<file path="config.mk">
export PLATFORM = sky130hd
export DESIGN_NAME = uart_tx_packetizer
export DESIGN_NICKNAME = d
export VERILOG_FILES = /design/src/rtl/uart_pkt_pkg.sv /design/src/rtl/uart_sample_fifo.sv /design/src/rtl/uart_tx_packetizer.sv
export SDC_FILE = /design/constraint.sdc
export NUM_CORES = 1
export LEC_CHECK = 0
export BUFFER_PORTS_ARGS = -buffer_cell sky130_fd_sc_hd__buf_2
export CAP_MARGIN = 20
export CORE_ASPECT_RATIO = 0.9
export CORE_UTILIZATION = 50
export DETAILED_ROUTE_END_ITERATION = 10
export GPL_TIMING_DRIVEN = 1
export HOLD_SLACK_MARGIN = 0.12
export PLACE_DENSITY = 0.62
export SLEW_MARGIN = 15
export SYNTH_ARGS = -nofsm -noshare
export SYNTH_HDL_FRONTEND = slang
export SYNTH_SLANG_ARGS = --single-unit
</file>
<file path="constraint.sdc">
create_clock -name clk -period 3.9 [get_ports clk]
set_input_delay 0.78 -clock clk [delete_from_list [all_inputs] [get_ports clk]]
set_output_delay 0.78 -clock clk [all_outputs]
set_load 0.02 [all_outputs]
</file>
<file path="src/rtl/uart_pkt_pkg.sv">
// Shared constants and types for the UART transmit packetizer: sync bytes,
// FSM state encoding and the byte-index width helper.
package uart_pkt_pkg;

    localparam logic [7:0] SYNC0 = 8'hAA;
    localparam logic [7:0] SYNC1 = 8'h55;

    typedef enum logic [2:0] {
        IDLE,
        LOAD,
        ASSERT,
        RELEASE,
        NEXT
    } state_t;

    // Bits needed to index every byte of a packet of pkt_len bytes.
    function automatic int unsigned byte_idx_w(input int unsigned pkt_len);
        return (pkt_len <= 2) ? 1 : $clog2(pkt_len);
    endfunction

endpackage

</file>
<file path="src/rtl/uart_sample_fifo.sv">
// Synchronous sample FIFO with first-word-fall-through read data.
// Pushes while full and pops while empty are ignored.
module uart_sample_fifo #(
    parameter int WIDTH = 16,
    parameter int DEPTH = 16
) (
    input  logic                     clk,
    input  logic                     reset,
    input  logic                     push,
    input  logic [WIDTH-1:0]         wdata,
    input  logic                     pop,
    output logic [WIDTH-1:0]         rdata,
    output logic                     full,
    output logic                     empty,
    output logic [$clog2(DEPTH):0]   count
);

    localparam int AW = $clog2(DEPTH);

    logic [WIDTH-1:0] mem [DEPTH];
    logic [AW:0]      wr_ptr;
    logic [AW:0]      rd_ptr;
    logic             do_push;
    logic             do_pop;

    // Pointers carry one extra wrap bit so full and empty are distinguishable.
    assign count   = wr_ptr - rd_ptr;
    assign full    = (count == (AW + 1)'(DEPTH));
    assign empty   = (count == '0);
    assign do_push = push && !full;
    assign do_pop  = pop && !empty;
    assign rdata   = mem[rd_ptr[AW-1:0]];

    always_ff @(posedge clk) begin
        if (reset) begin
            wr_ptr <= '0;
            rd_ptr <= '0;
        end else begin
            if (do_push) wr_ptr <= wr_ptr + (AW + 1)'(1);
            if (do_pop)  rd_ptr <= rd_ptr + (AW + 1)'(1);
        end
    end

    // NOTE: storage is not reset; only the pointers define which entries are valid.
    always_ff @(posedge clk) begin
        if (do_push) mem[wr_ptr[AW-1:0]] <= wdata;
    end

endmodule

</file>
<file path="src/rtl/uart_tx_packetizer.sv">
// Buffers samples and frames them as AA 55 SEQ {MSB LSB}* CHK, handing each
// byte to the UART transmitter with a four-phase TX_en/TX_Ready handshake.
module uart_tx_packetizer
    import uart_pkt_pkg::*;
#(
    parameter int SAMPLE_W    = 16,
    parameter int FIFO_DEPTH  = 16,
    parameter int PKT_SAMPLES = 4
) (
    input  logic                clk,
    input  logic                reset,
    input  logic                sample_valid,
    input  logic [SAMPLE_W-1:0] sample_data,
    output logic                sample_ready,
    input  logic                tx_ready,
    output logic                tx_en,
    output logic [7:0]          tx_data,
    output logic                overflow,
    output logic                busy
);

    localparam int PKT_LEN = 4 + 2 * PKT_SAMPLES;
    localparam int IW      = byte_idx_w(PKT_LEN);
    localparam int CW      = $clog2(FIFO_DEPTH) + 1;
    localparam logic [IW-1:0] LAST_IDX = IW'(PKT_LEN - 1);
    localparam logic [CW-1:0] PKT_CNT  = CW'(PKT_SAMPLES);

    state_t                state;
    logic [IW-1:0]         byte_idx;
    logic [7:0]            seq;
    logic [7:0]            chk;
    logic [SAMPLE_W-1:0]   hold;

    logic                  full;
    logic                  empty;
    logic                  pop;
    logic [CW-1:0]         fifo_count;
    logic [SAMPLE_W-1:0]   fifo_rdata;

    logic [IW-1:0]         next_idx;
    logic [7:0]            chk_nxt;
    logic [7:0]            next_byte;
    logic                  next_is_msb;

    assign sample_ready = !full;
    assign pop          = (state == LOAD) && !empty;

    uart_sample_fifo #(
        .WIDTH (SAMPLE_W),
        .DEPTH (FIFO_DEPTH)
    ) u_fifo (
        .clk   (clk),
        .reset (reset),
        .push  (sample_valid),
        .wdata (sample_data),
        .pop   (pop),
        .rdata (fifo_rdata),
        .full  (full),
        .empty (empty),
        .count (fifo_count)
    );

    // Byte following the one just handshaken; sample MSBs come through LOAD instead.
    // NOTE: every output of this block gets a value on every path, so no latch is inferred.
    always_comb begin
        next_idx    = byte_idx + IW'(1);
        chk_nxt     = (byte_idx >= IW'(2)) ? (chk ^ tx_data) : chk;
        next_is_msb = next_idx[0] && (next_idx >= IW'(3)) && (next_idx < LAST_IDX);
        if (next_idx == IW'(1))       next_byte = SYNC1;
        else if (next_idx == IW'(2))  next_byte = seq;
        else if (next_idx == LAST_IDX) next_byte = chk_nxt;
        else                          next_byte = hold[7:0];
    end

    // NOTE: all state here uses non-blocking assignments so every register samples pre-edge values.
    always_ff @(posedge clk) begin
        if (reset) begin
            state    <= IDLE;
            byte_idx <= '0;
            seq      <= '0;
            chk      <= '0;
            hold     <= '0;
            tx_en    <= 1'b0;
            tx_data  <= '0;
            overflow <= 1'b0;
            busy     <= 1'b0;
        end else begin
            if (sample_valid && full) overflow <= 1'b1;

            case (state)
                IDLE: begin
                    if ((fifo_count >= PKT_CNT) && tx_ready) begin
                        byte_idx <= '0;
                        tx_data  <= SYNC0;
                        tx_en    <= 1'b1;
                        busy     <= 1'b1;
                        state    <= ASSERT;
                    end
                end
                ASSERT: begin
                    if (!tx_ready) begin
                        tx_en <= 1'b0;
                        state <= RELEASE;
                    end
                end
                RELEASE: begin
                    if (tx_ready) state <= NEXT;
                end
                NEXT: begin
                    if (byte_idx == LAST_IDX) begin
                        seq   <= seq + 8'd1;
                        chk   <= '0;
                        busy  <= 1'b0;
                        state <= IDLE;
                    end else begin
                        byte_idx <= next_idx;
                        chk      <= chk_nxt;
                        if (next_is_msb) begin
                            state <= LOAD;
                        end else begin
                            tx_data <= next_byte;
                            tx_en   <= 1'b1;
                            state   <= ASSERT;
                        end
                    end
                end
                LOAD: begin
                    hold    <= fifo_rdata;
                    tx_data <= fifo_rdata[SAMPLE_W-1 -: 8];
                    tx_en   <= 1'b1;
                    state   <= ASSERT;
                end
                default: state <= IDLE;
            endcase
        end
    end

endmodule

</file>
* Yosys cells after proc, flatten, opt, wreduce, memory -nomap -nowiden *
Memory sizes are Yosys's and may differ from the RTL's. A register that Yosys moved wholly into a read port is not among the register bits.
Cells that the tools add are included.

operators by class
  equal/unequal tests = 15
  add/sub/neg operators = 5
  muxes and demuxes = 29
  reduce and logical (&&, ||, !) cells = 20
  order comparisons = 4
  bitwise gates (word level) = 1

operators with widths
  cell                                                                    count
  8-bit two-way mux                                                       8
  8-bit case mux with 3 select lines                                      1
  4-bit two-way mux                                                       4
  3-bit case mux with 5 select lines                                      1
  2-bit inequality test (second input constant)                           6
  5-bit by 1-bit adder with 5-bit output (second input constant)          2
  3-bit two-way mux                                                       3
  3-bit AND reduction                                                     3
  8-bit by 1-bit adder with 8-bit output (second input constant)          1
  4-bit equality test (second input constant)                             2
  4-bit by 2-bit >= comparator with 1-bit output (second input constant)  2
  4-bit case mux with 2 select lines                                      1
  8-bit bitwise XOR                                                       1
  1-bit logical AND                                                       7
  1-bit two-way mux                                                       7
  3-bit by 2-bit equality test with 1-bit output (second input constant)  2
  5-bit equality test (second input constant)                             1
  5-bit by 3-bit >= comparator with 1-bit output (second input constant)  1
  5-bit zero test                                                         1
  5-bit AND reduction                                                     1
  5-bit subtractor                                                        1
  4-bit by 1-bit adder with 4-bit output (second input constant)          1
  4-bit by 1-bit equality test with 1-bit output (second input constant)  1
  4-bit by 2-bit equality test with 1-bit output (second input constant)  1
  13 further kinds                                                        15

word-level totals
  register bits = 52
  memories = 1
  output and inout port bits = 12
  word-level logic and storage cells = 86
  RAM bits = 256

memories
  memory      words  bits a word  read ports  clocked after memory_dff  wr ports  line                    source
  u_fifo.mem  16     16           1           1                         1         uart_sample_fifo.sv:20  logic [WIDTH-1:0] mem [DEPTH];

* Logic depth before layout (Yosys ltp) *
  depth in word-level cells = 8
  mapped depth = 9
  mapped depth without buffers = 8

* Cells and area by module *
Synthesis repeated with hierarchy kept, for this count alone.

unflattened totals
  cells, all modules = 785
  area total of the unflattened synthesis = 13,076.3 sq um

modules (own cells, without submodules)
  module              times used  sequential area each (sq um)  cells each  area an instance (sq um)
  uart_sample_fifo    1           7,967.6                       466         10,547.6
  uart_tx_packetizer  1           840.8                         319         2,528.7

* Worst setup path before layout *
Ideal clock, no wire load.

  path type = reg-to-reg
  from = register u_fifo.rd_ptr[1]
  to = memory u_fifo.mem[0][0], enable pin
  cell stages (with the launch flop) = 9
  required time = 3.491 ns
  arrival = 2.843 ns
  slack = 0.648 ns
  clock period less this slack = 3.252 ns
  cell sequence = dfxtp_1 -> inv_1 -> ha_1 -> nor2b_4 -> o21a_1 -> o21ai_2 -> a41o_1 -> nand2_1 -> nor3_1

between the ends
  longest elaborated chain between the ends = 6

ends and longest elaborated chain
  item                                     line                    source
  start: declaration                       uart_sample_fifo.sv:22  logic [AW:0] rd_ptr;
  start signal: assignment                 uart_sample_fifo.sv:40  if (do_pop) rd_ptr <= rd_ptr + (AW + 1)'(1);
  5-bit subtractor                         uart_sample_fifo.sv:27  assign count = wr_ptr - rd_ptr;
  5-bit equality test                      uart_sample_fifo.sv:28  assign full = (count == (AW + 1)'(DEPTH));
  1-bit zero test                          uart_sample_fifo.sv:30  assign do_push = push && !full;
  1-bit logical AND                        uart_sample_fifo.sv:30
  1-bit two-way mux                        uart_sample_fifo.sv:46  if (do_push) mem[wr_ptr[AW-1:0]] <= wdata;
  1-bit two-way mux (not written as such)  uart_sample_fifo.sv:46
  end: declaration                         uart_sample_fifo.sv:20

Every way passes these cells.

* Worst setup path after layout *
  from = register u_fifo.wr_ptr[2]
  to = output sample_ready

between the ends
  longest elaborated chain between the ends = 3

ends and longest elaborated chain
  item                      line                      source
  start: declaration        uart_sample_fifo.sv:21    logic [AW:0] wr_ptr;
  start signal: assignment  uart_sample_fifo.sv:39    if (do_push) wr_ptr <= wr_ptr + (AW + 1)'(1);
  5-bit subtractor          uart_sample_fifo.sv:27
  5-bit equality test       uart_sample_fifo.sv:28
  1-bit zero test           uart_tx_packetizer.sv:45  assign sample_ready = !full;
  end: declaration          uart_tx_packetizer.sv:14  output logic sample_ready,

Every way passes these cells.

==> flow_summary.ini <==
[run_status]
status = completed

[clock_tree]
clock-root-buffer = clkbuf_16
numCtsBuffers = 31
clk_path_buf_depth = 3
insertion_delay_ns = 0.57
cts_resized = 0
clkTransAtPathRegs_ns = 0.07
cts_tree = yes
cts.sinks = 312
ctsHtreeMaxLevel = 1
ctsHoldBuffers = 0
post_cts_buffers = 0

[floorplan]
row_count = 55
io_pins = 32
die_h_um = 155
die_x_um = 172
fp.coreArea_um2 = 25300
initial_core_util_pct = 51.3
dieArea_um2 = 26600

[global_route]
grt_usage_pct = 22.1
grt_pass1_wl_um = 43900
grt.overflow.total = 0
first_global_vias = 7272
antenna_found_initial = 0
grt_max_degree = 56

[logic_synthesis]
ys_seq_area_share_pct = 67.8
synth_flop_cell = edfxtp_1
synth_edf_count = 256
netlist_area_um2 = 13000
synthArstFlopShare_pct = 0
ys_seq_elements = 312
yosys_warnings = 0
synth_cells = 802
synth_fp_nets = 836
synth_cell_type_count = 69
synth.avg_cell_area_um2 = 16.2

[timing]
max_slew_margin_pct = 31.5
skew_ns = 0.0175
fin_setup_tns_ns = 0
worst_slew_pin_slew_ns = 1.03
finalHoldViolations = 0
fmaxAchievable_mhz = 277
period_needed_ns = 3.60
drv_slew = 0
rsz0062_at_grt = false
setup_violations = 0
timing.final.crit_share_pct = 92.4

[flow_run]
drv_cap = 0

[placed_design]
io_buffers = 31
dp.cells = 1155
gp_congestion = 0.856
dp_hpwl_um = 18400

[layout]
final_cell_mix = 256 x edfxtp_1, 64 x mux4_2, 54 x dfxtp_1
drive_gt1_share_pct = 22.5
final_cells = 1214
seq_area_um2 = 8810
antenna_cells = 0
fill_cells = 1992
fin_nets = 882
final_common_cell = edfxtp_1
multi_input_area_um2 = 3940
areaGrowthSynthToFinish_pct = 12.0

[critical_path]
start_kind = flop
cp-end-kind = primary output
crit_type = flop to primary output
worstPathCellList = ha_1 -> nor3_1 -> nor4b_4 -> nor2_1 -> a311oi_1 -> inv_1 -> buf_2
arrival_ns = 2.82
crit_required_ns = 3.12
slowest_stage = dfxtp_1
slowest_delay_ns = 0.59
crit_fanout = 11

[pwr]
peakVddDrop_mv = 0.346
leakage_nw = 4.56
powerDensity_nw_per_um2 = 477

[detailed_routing]
dr.pass1.iters = 5
vias_per_cell = 6.11
drt-initial-drc-count = 809
wl_per_cell_um = 23.4
num_vias = 7417
ant_nets = 0
routed_wl_um = 28400
drc = 0

[hold_path]
hold_class = flop to flop
## registers in the layout (all words and copies together), names as in the netlist, named ones only
signal	cells
tx_en	1
u_fifo.wr_ptr	5
state	3
seq	8
overflow	1
tx_data	8
hold	8
chk	8
u_fifo.mem	256
busy	1
u_fifo.rd_ptr	5
byte_idx	4
## through the flow
step | hold slack (ns) | power (mW) | util [%] | setup WS (ns) | area, µm²
6_report | 0.465 | 6.94 | 57.5 | 0.296 | 14600
5_1_grt | 0.488 | 7.15 | 57.5 | 0.121 | 14600
4_1_cts | 0.470 | 7.00 | 57.4 | 0.327 | 14500
3_5_place_dp | 0.454 | 4.19 | 53.6 | 0.600 | 13600
3_3_place_gp | 0.455 | 4.17 | 53.6 | 0.746 | 13600
2_1_floorplan | 0.436 | 4.02 | - | 0.648 | 13000
## where the power goes
part / switching (mW) / leakage (nW) / total [mW] / internal [mW]
Sequential: 0.0442 / 2.77 / 3.74 / 3.70
Combinational: 0.243 / 1.33 / 0.372 / 0.129
Clock: 1.22 / 0.467 / 2.83 / 1.60
Total: 1.51 / 4.56 / 6.94 / 5.43
## kinds of logic after synthesis
family | Yosys count | synth area share, %
AO/OA/AOI/OAI | 146 | 7.40
multiplexers | 93 | 13.4
buffers and inverters | 59 | 2.34
flip-flops | 312 | 67.8
adder cells (fa/ha/maj) | 14 | 1.35
XOR/XNOR | 20 | 1.35
AND/OR/NAND/NOR | 158 | 6.42
## cell usage after synthesis (5+ instances only)
master	count	area share, %
dfxtp_1	56	8.6
a221oi_1	9	0.61
a21oi_1	48	1.8
buf_4	5	0.29
nand2b_1	7	0.34
xor2_1	11	0.74
mux2i_1	26	2.0
nand3_1	8	0.31
nor2_1	35	1.0
xnor2_1	9	0.61
inv_1	20	0.58
edfxtp_1	256	59
nor3_1	13	0.50
nand2_1	47	1.4
mux4_2	64	11
buf_2	13	0.50
a31oi_1	15	0.72
a22oi_1	6	0.35
a211oi_1	7	0.40
o31ai_1	5	0.29
ha_1	14	1.3
o21ai_0	22	0.85
or3_1	9	0.43
clkbuf_1	13	0.38
## layer usage
layer / GRT usage, % / share of wire [%] / vias to the layer above
li1: - / - / 3283
met1: 34.0 / 45 / 3800
met2: 34.0 / 47 / 297
met3: 2.90 / 6.9 / 37
met4: 4.42 / 1.6 / 0
met5: 0 / 0 / -
## area by class of cell
class,instances,share of cell area (%)
clock buffer,40,5.56
clock inverter,17,1.07
inverter,20,0.516
multi-input combinational,431,27.0
sequential,312,60.5
tap,342,2.94
timing repair buffer,52,2.34
## path summary, 6_finish.rpt
kind	depth (start not counted)	to	slack, ns	startpoint
setup reg to reg	8	u_fifo.mem[4][7]	0.68	u_fifo.rd_ptr[1]
setup / recovery	7	sample_ready	0.30	u_fifo.wr_ptr[2]
hold reg to reg	2	overflow	0.47	overflow
hold / removal	2	overflow	0.47	overflow
## critical path, delay by kind of cell (launching register included)
family / cells / cell delay, ns
AOI/OAI and AO/OA: 1 / 0.38
adders and majority gates: 1 / 0.35
buffers and inverters: 2 / 0.23
DFF: 1 / 0.59
and+or+nand+nor: 3 / 0.71
Note: power is estimated with default switching activity, not from simulation.
